### config.mk
export PLATFORM = sky130hd
export DESIGN_NAME = wb_master_arb
export DESIGN_NICKNAME = d
export VERILOG_FILES = /design/src/rtl/wb_pkg.sv /design/src/rtl/rr_pick.sv /design/src/rtl/wb_master_arb.sv
export SDC_FILE = /design/constraint.sdc
export NUM_CORES = 1
export LEC_CHECK = 0
export BUFFER_PORTS_ARGS = -buffer_cell sky130_fd_sc_hd__buf_2
export CAP_MARGIN = 40
export CORE_AREA = 8 8 101 103
export CTS_CLUSTER_DIAMETER = 50
export DETAILED_ROUTE_END_ITERATION = 7
export DIE_AREA = 0 0 109 111
export GPL_TIMING_DRIVEN = 0
export SYNTH_ARGS = -nofsm -noshare
export SYNTH_HDL_FRONTEND = slang
export SYNTH_SLANG_ARGS = --single-unit
### constraint.sdc
create_clock -name clk_i -period 2.1 [get_ports clk_i]
set_input_delay 0.42 -clock clk_i [delete_from_list [all_inputs] [get_ports clk_i]]
set_output_delay 0.42 -clock clk_i [all_outputs]
set_load 0.05 [all_outputs]
### src/rtl/wb_pkg.sv
// wb_pkg - shared Wishbone definitions for the system bus slice.
//   WB_ADR_W / WB_DAT_W / WB_SEL_W : word-address, data and byte-select widths
//   arb_state_t                     : bus arbiter state encoding
//   idx_width()                     : index width for an N-entry one-hot/index pair
package wb_pkg;

  localparam int WB_ADR_W = 30;
  localparam int WB_DAT_W = 32;
  localparam int WB_SEL_W = 4;

  typedef enum logic {
    ARB_IDLE  = 1'b0,
    ARB_OWNED = 1'b1
  } arb_state_t;

  // A single-entry vector still needs a 1-bit index so ports stay legal.
  function automatic int idx_width(input int n);
    return (n > 1) ? $clog2(n) : 1;
  endfunction

endpackage

### src/rtl/rr_pick.sv
// rr_pick - combinational round-robin priority encoder.
//   req   [N-1:0] : request vector
//   ptr   [W-1:0] : highest-priority position for this scan (0..N-1)
//   valid         : at least one request is asserted
//   idx   [W-1:0] : first asserted request at or after ptr, wrapping modulo N
module rr_pick #(
  parameter int N = 2,
  parameter int W = 1
) (
  input  logic [N-1:0] req,
  input  logic [W-1:0] ptr,
  output logic         valid,
  output logic [W-1:0] idx
);

  // Walk the offsets from farthest to nearest so the candidate closest to
  // ptr is the last one written and therefore wins.
  always_comb begin
    int cand;
    cand  = 0;
    valid = 1'b0;
    idx   = '0;
    for (int off = N - 1; off >= 0; off--) begin
      cand = int'(ptr) + off;
      if (cand >= N) cand = cand - N;
      if (req[cand]) begin
        valid = 1'b1;
        idx   = W'(cand);
      end
    end
  end

endmodule

### src/rtl/wb_master_arb.sv
// wb_master_arb - round-robin arbiter sharing one Wishbone bus between
// NUM_MASTERS masters (master 0 is the CPU interface). Ownership is held for
// the whole CYC assertion; the grant is registered so the decoder sees the
// same timing as a single master.
//
// Ports:
//   clk_i, rst_i (async, active-low)
//   m_cyc_i/m_stb_i/m_we_i [N]        per-master bus controls
//   m_sel_i [4N], m_adr_i [30N], m_dat_i [32N]  per-master slices, master k at slot k
//   m_ack_o [N]                       per-master ACK (only the owner's bit can be set)
//   m_dat_o [32]                      read data broadcast to all masters
//   s_cyc_o/s_stb_o/s_we_o/s_sel_o/s_adr_o/s_dat_o  bus side towards the decoder
//   s_ack_i, s_dat_i                  bus-side response
//   grant_o [N]                       one-hot current owner, zero when idle
//   timeout_o                         sticky watchdog flag
//
// Optional feature macro: WB_ARB_TIMEOUT_EN enables the unacknowledged-access
// watchdog (limit TIMEOUT_CYCLES). Without it timeout_o is tied low.
module wb_master_arb
  import wb_pkg::*;
#(
  parameter int NUM_MASTERS    = 2,
  parameter int TIMEOUT_CYCLES = 255
) (
  input  logic                            clk_i,
  input  logic                            rst_i,
  input  logic [NUM_MASTERS-1:0]          m_cyc_i,
  input  logic [NUM_MASTERS-1:0]          m_stb_i,
  input  logic [NUM_MASTERS-1:0]          m_we_i,
  input  logic [WB_SEL_W*NUM_MASTERS-1:0] m_sel_i,
  input  logic [WB_ADR_W*NUM_MASTERS-1:0] m_adr_i,
  input  logic [WB_DAT_W*NUM_MASTERS-1:0] m_dat_i,
  output logic [NUM_MASTERS-1:0]          m_ack_o,
  output logic [WB_DAT_W-1:0]             m_dat_o,
  output logic                            s_cyc_o,
  output logic                            s_stb_o,
  output logic                            s_we_o,
  output logic [WB_SEL_W-1:0]             s_sel_o,
  output logic [WB_ADR_W-1:0]             s_adr_o,
  output logic [WB_DAT_W-1:0]             s_dat_o,
  input  logic                            s_ack_i,
  input  logic [WB_DAT_W-1:0]             s_dat_i,
  output logic [NUM_MASTERS-1:0]          grant_o,
  output logic                            timeout_o
);

  localparam int IDX_W = idx_width(NUM_MASTERS);

  arb_state_t       state;
  logic [IDX_W-1:0] owner;
  logic [IDX_W-1:0] ptr;
  logic [IDX_W-1:0] pick_idx;
  logic [IDX_W-1:0] next_ptr;
  logic [IDX_W-1:0] mux_idx;
  logic             pick_valid;
  logic             owned;
  logic             owner_cyc;
  logic             stb_block;
  logic             fake_ack;

  rr_pick #(
    .N(NUM_MASTERS),
    .W(IDX_W)
  ) u_pick (
    .req  (m_cyc_i),
    .ptr  (ptr),
    .valid(pick_valid),
    .idx  (pick_idx)
  );

  assign owned     = (state == ARB_OWNED);
  // While idle the data path shows master 0; controls are gated by owned.
  assign mux_idx   = owned ? owner : '0;
  assign owner_cyc = m_cyc_i[mux_idx];
  assign next_ptr  = (int'(pick_idx) >= NUM_MASTERS - 1) ? '0 : IDX_W'(int'(pick_idx) + 1);

  always_ff @(posedge clk_i or negedge rst_i) begin
    if (!rst_i) begin
      state   <= ARB_IDLE;
      owner   <= '0;
      ptr     <= '0;
      grant_o <= '0;
    end else begin
      case (state)
        ARB_IDLE: begin
          if (pick_valid) begin
            state   <= ARB_OWNED;
            owner   <= pick_idx;
            ptr     <= next_ptr;
            grant_o <= NUM_MASTERS'(1) << pick_idx;
          end
        end
        ARB_OWNED: begin
          // Ownership ends only when the owner itself drops CYC.
          if (!m_cyc_i[owner]) begin
            state   <= ARB_IDLE;
            grant_o <= '0;
          end
        end
        default: state <= ARB_IDLE;
      endcase
    end
  end

`ifdef WB_ARB_TIMEOUT_EN
  localparam int CNT_W = $clog2(TIMEOUT_CYCLES + 1);

  logic [CNT_W-1:0] to_cnt;
  logic             abandoned;
  logic             timeout_q;

  assign fake_ack  = owned & ~abandoned & (to_cnt == CNT_W'(TIMEOUT_CYCLES));
  assign stb_block = abandoned;
  assign timeout_o = timeout_q;

  // Counter is held at zero while idle, so every grant starts from zero.
  // Once the watchdog fires the access is abandoned until the owner releases.
  always_ff @(posedge clk_i or negedge rst_i) begin
    if (!rst_i) begin
      to_cnt    <= '0;
      abandoned <= 1'b0;
      timeout_q <= 1'b0;
    end else if (!owned) begin
      to_cnt    <= '0;
      abandoned <= 1'b0;
    end else begin
      if (fake_ack) begin
        abandoned <= 1'b1;
        timeout_q <= 1'b1;
      end
      if (s_ack_i) begin
        to_cnt <= '0;
      end else if (s_stb_o && !fake_ack) begin
        to_cnt <= to_cnt + CNT_W'(1);
      end
    end
  end
`else
  assign fake_ack  = 1'b0;
  assign stb_block = 1'b0;
  // No watchdog in this build: constant low, written against TIMEOUT_CYCLES
  // so the parameter stays referenced.
  assign timeout_o = (TIMEOUT_CYCLES < 0);
`endif

  // An ACK that coincides with the owner dropping CYC is not forwarded.
  always_comb begin
    s_cyc_o = owned & owner_cyc;
    s_stb_o = owned & owner_cyc & m_stb_i[mux_idx] & ~stb_block;
    s_we_o  = owned & m_we_i[mux_idx];
    s_sel_o = m_sel_i[int'(mux_idx)*WB_SEL_W +: WB_SEL_W];
    s_adr_o = m_adr_i[int'(mux_idx)*WB_ADR_W +: WB_ADR_W];
    s_dat_o = m_dat_i[int'(mux_idx)*WB_DAT_W +: WB_DAT_W];
    m_ack_o = '0;
    if (owned) begin
      m_ack_o[owner] = owner_cyc & ((s_ack_i & ~stb_block) | fake_ack);
    end
    m_dat_o = fake_ack ? '1 : s_dat_i;
  end

endmodule

## Word-level counts from Yosys, hierarchy flattened

Index checks and enable logic that the tools add are counted.

- Flip-flop bits (word level): 5
- Logic and storage cells: 63
- Bits of input ports: 173

- Multipliers: 1
- Bitwise gates (word level): 6
- Magnitude comparators: 8
- Reduce and logical (&&, ||, !) cells: 3
- Shift operators: 4
- $add $sub $neg: 4
- Muxes and demuxes: 31
- Eq/ne operators: 2

Operators with widths:

| cell | number |
|---|---|
| $lt 32x3->1 const B | 2 |
| $mux 32 | 2 |
| $shiftx 64x7->32 | 1 |
| $shiftx 60x7->30 | 1 |
| $ge 32x3->1 const B | 1 |
| $sub 32x3->32 const B | 1 |
| $mux 1 | 23 |
| $shiftx 8x4->4 | 1 |
| $mux 2 | 3 |
| $mul 1x4->5 const B | 1 |
| $and 1x1->1 | 4 |
| $lt 1x2->1 const B | 2 |
| $ne 2x2->1 const B | 2 |
| $pmux 2 s2 | 1 |
| $reduce_and 2->1 | 2 |
| $sub 1x2->3 const B | 1 |
| $add 1x1->2 const B | 1 |
| $and 2x2->2 | 1 |
| $ge 1x1->1 const B | 2 |
| $ge 1x2->1 const B | 1 |
| $pmux 1 s2 | 1 |
| $shl 1x1->2 const A | 1 |
| $add 1x1->1 const B | 1 |
| $demux 1 s1 | 1 |
| other kinds (2) | 2 |

## Longest topological paths before layout

- Word-level depth: 11
- Mapped depth: 6

## By module

A second synthesis with hierarchy kept.

- Cells, all modules: 138
- Area total of the unflattened synthesis: 1400.1 um^2

By module, submodules not included:

| module | times used | cells each | area each (um^2) | sequential area each (um^2) |
|---|---|---|---|---|
| wb_master_arb | 1 | 135 | 1382.6 | 125.1 |
| rr_pick | 1 | 3 | 17.5 | 0.0 |

## Worst setup path before layout

Ideal clock, no wire load.

- Path type: reg2out
- Start point: register state, in the netlist owned
- End point: output port s_cyc_o
- Path slack: -0.135 ns
- Arrival time: 1.815 ns
- Stages on the path, launching flop included: 3
- Path through: dfrtp_1 clkbuf_1 a21boi_0

- Cells in the longest elaborated chain, start to end: 4

Ends and longest elaborated chain:

| element | line | RTL |
|---|---|---|
| start, declared | wb_master_arb.sv:49 | `arb_state_t state;` |
| start signal, assigned | wb_master_arb.sv:79 | `state <= ARB_IDLE;` |
| start signal, assigned | wb_master_arb.sv:87 | `state <= ARB_OWNED;` |
| start signal, assigned | wb_master_arb.sv:96 | `state <= ARB_IDLE;` |
| $mux 1 | wb_master_arb.sv:73 | `assign mux_idx = owned ? owner : '0;` |
| $mux 1 (implied by the code) (2 in a row) | wb_master_arb.sv:74 | `assign owner_cyc = m_cyc_i[mux_idx];` |
| $and 1x1->1 * | wb_master_arb.sv:148 | `s_cyc_o = owned & owner_cyc;` |
| end, declared | wb_master_arb.sv:35 | `output logic s_cyc_o,` |

Mark *: on every way between the ends. The rest lies on a longest branch, timed or not. The select of a mux whose other input is x is not followed.

## Worst setup path in the final report

- Start point: register owner
- End point: output port s_dat_o[2]

- Cells in the longest elaborated chain, start to end: 2

Ends and longest elaborated chain:

| element | line | RTL |
|---|---|---|
| start, declared | wb_master_arb.sv:50 | `logic [IDX_W-1:0] owner;` |
| start signal, assigned | wb_master_arb.sv:88 | `owner <= pick_idx;` |
| $mux 1 | wb_master_arb.sv:73 |  |
| $shiftx 64x7->32 | wb_master_arb.sv:153 | `s_dat_o = m_dat_i[int'(mux_idx)*WB_DAT_W +: WB_DAT_W];` |
| end, declared | wb_master_arb.sv:40 | `output logic [WB_DAT_W-1:0] s_dat_o,` |

Every way passes these cells.

==> impl_metrics.py <==
metrics = {
    "setup_path": {
        "crit_chain": "buf_4 > nand2_8 > buf_4 > mux2_2 > buf_2",
        "required_ns": 1.68,
        "crit_type": "flip-flop to primary output",
        "r2r_end": "grant_o[1]$_DFFE_PN0P_",
        "endpoint_kind": "primary output",
        "critical-path-slowest-cell": "mux2_2",
        "reg2reg_from": "owner$_DFFE_PN0P_",
        "reg2reg_depth": 6,
        "critPathMaxStageDelay_ns": 0.36,
        "start_kind": "flip-flop",
        "cp_top_family": "buffers and inverters",
        "critPathMaxFanout": 10,
        "path_buf_inv": 3,
        "r2r_slack_ns": 0.81,
        "crit_top_cell": "buf_4",
        "crit_arrival_ns": 1.64,
    },
    "yosys": {
        "syn-num-nets": 321,
        "netlist_area_um2": 1440,
        "netlist.area_leader.share": 0.375,
        "ys_types": 25,
        "ys_seq_area_frac": 0.0867,
        "avgSynthCellArea_um2": 9.75,
        "synth_area_leader_cell": "mux2_2",
        "ys_seq_elements": 5,
        "synthCells": 148,
        "synthTopCellsByArea": "mux2_2, mux2_4, buf_4",
        "yosysWarnings": 0,
    },
    "global_route": {
        "grt_first_pass_wirelength_mm": 12.1,
        "antenna_found_initial": 1,
        "grt_max_degree": 11,
        "grt.overflow.total": 0,
        "grt_pass1_vias": 2272,
        "grt_use_total": 0.123,
    },
    "die": {
        "die-area_um2": 12100,
        "fp.dieH_um": 111,
        "die_x_um": 109,
        "num_rows": 34,
        "io_pins": 279,
        "initial_core_util": 0.169,
        "core_area_um2": 8550,
    },
    "routing": {
        "num_vias": 2033,
        "drc": 0,
        "drt_wl_total_mm": 8.46,
        "antenna_left": 0,
        "drtIter0Drc": 48,
        "wl_per_cell_um": 16.7,
        "via_per_inst": 4.02,
        "firstDrtPassIters": 4,
    },
    "pwr": {
        "clkPwrFrac": 0.046,
        "power_frac_seq": 0.047,
        "switching_power_mw": 2.29,
        "swShare": 0.606,
        "pwr-share-comb": 0.907,
        "p_per_area_nw_per_um2": 1260,
        "intPower_mw": 1.49,
        "ir_drop_mv": 0.488,
        "p_leak_nw": 1.76,
    },
    "finish": {
        "diodes": 0,
        "layout_commonest_cell": "buf_2",
        "ff_latch_area_um2": 125,
        "drive_gt1_frac": 0.899,
        "fin_util": 0.352,
        "syn_to_final_growth_pct": 109,
        "final_area_um2": 3010,
        "nets": 572,
        "final_cell_mix": "buf_2, mux2_2, buf_4, mux2_4, buf_6",
        "fillers": 909,
        "finalNonFillerCells": 506,
        "multi_input_area_um2": 1000,
    },
    "clocking": {
        "clock_sink_count": 5,
        "clk_pin_slew_ns": 0.03,
        "htree_levels": 1,
        "clock_latency_ns": 0.22,
        "cts_root_buffer": "clkbuf_8",
        "clockBufferDepth": 2,
        "numCtsBuffers": 3,
        "tritoncts": "built",
    },
    "timing": {
        "fmax_mhz": 486,
        "fin_crit_sh": 0.979,
        "hold_violations": 0,
        "finalSetupViolations": 0,
        "fin_crit_ns": 2.06,
        "clock_skew_ns": 0.00113,
        "rsz0062_at_grt": "true",
        "hold_ws_ns": 0.00923,
        "slew_viol_final": 0,
    },
    "job": {
        "cap_violations": 0,
    },
    "placement": {
        "hpwl_mm": 7.70,
        "postPlaceCellArea_um2": 2800,
        "dp_cells": 501,
        "portBuffers": 245,
        "finalWeightedCongestion": 0.748,
    },
    "outcome": {
        "outcome": "finished, final reports clean",
    },
    "worst_hold_path": {
        "hp-class": "input port to asynchronous set/reset pin",
    },
}
area by class of cell:
cell class,instances,share of cell area
timing repair buffer,246,0.446
multi-input combinational,98,0.333
buffer,42,0.116
tap,108,0.0449
sequential,5,0.0415
clock buffer,4,0.0150
inverter,3,0.00374
state kept, by name, summed over array words and instances, names as in the netlist:
register  cells
owner         1
grant_o       2
ptr           1
owned         1
cells by family after synthesis:
kind of cell           Yosys count  synth area share
flip-flops                       5            0.0867
AND/OR/NAND/NOR                 20            0.0729
buffers and inverters           45             0.225
multiplexers                    67             0.569
other                            1           0.00260
AO/OA/AOI/OAI                   10            0.0442
Yosys cell counts, drive strengths merged:
master and instances:
a2bb2oi 1, and2 1, conb 1, nor2b 1
mux2i 1, nand4b 1, clkbuf 1, inv 3
dfrtp 5, a21oi 2, nand2 7, mux2 66
nor2 4, o21ai 4, nand3 3, a21boi 1
a31o 1, buf 41, a211o 1, nor3b 1
nand2b 2
power by group through the flow:
stage / Sequential [mW] / Clock [mW] / Combinational [mW]
after floorplan: 0.230 / 0 / 2.47
after global routing: 0.182 / 0.185 / 3.59
final: 0.176 / 0.174 / 3.44
after CTS: 0.175 / 0.180 / 3.36
after global placement: 0.170 / 0 / 3.23
after detailed placement: 0.173 / 0 / 3.23
per-layer routing:
| layer | vias to the layer above | track usage | routed length [um] |
|---|---|---|---|
| li1 | 986 | - | - |
| met1 | 879 | 0.119 | 2880 |
| met2 | 162 | 0.235 | 4310 |
| met3 | 4 | 0.0494 | 1230 |
| met4 | 2 | 0.0219 | 28 |
| met5 | - | 0 | 13 |
how the worst max path moves through the flow:
stage | slack, ns | from | cells after the start | to
floorplan | 0.22 | owned$_DFF_PN0_ | 2 | s_cyc_o
global placement | 0.13 | owner$_DFFE_PN0P_ | 6 | s_dat_o[28]
detailed placement | 0.13 | owner$_DFFE_PN0P_ | 6 | s_sel_o[0]
CTS | 0.002 | owner$_DFFE_PN0P_ | 6 | s_dat_o[14]
global route | -0.03 | owner$_DFFE_PN0P_ | 5 | s_dat_o[2]
finish | 0.04 | owner$_DFFE_PN0P_ | 5 | s_dat_o[2]
timing repair:
action                                  CTS  global route
cloned                                    0             1
setup buffers                             0             0
endpoints found under the setup margin   58            33
resized for setup                        21            29
hold buffers                              0             0
pin swaps                                 0             0
stage by stage:
stage / setup WS, ns / setup TNS, ns / power, mW
6_report: 0.0443 / 0 / 3.79
5_1_grt: -0.0316 / -0.326 / 3.96
4_1_cts: 0.00170 / 0 / 3.72
3_5_place_dp: 0.126 / 0 / 3.40
3_3_place_gp: 0.131 / 0 / 3.40
2_1_floorplan: 0.225 / 0 / 2.70
No activity file was read; power rests on OpenSTA's default activity.
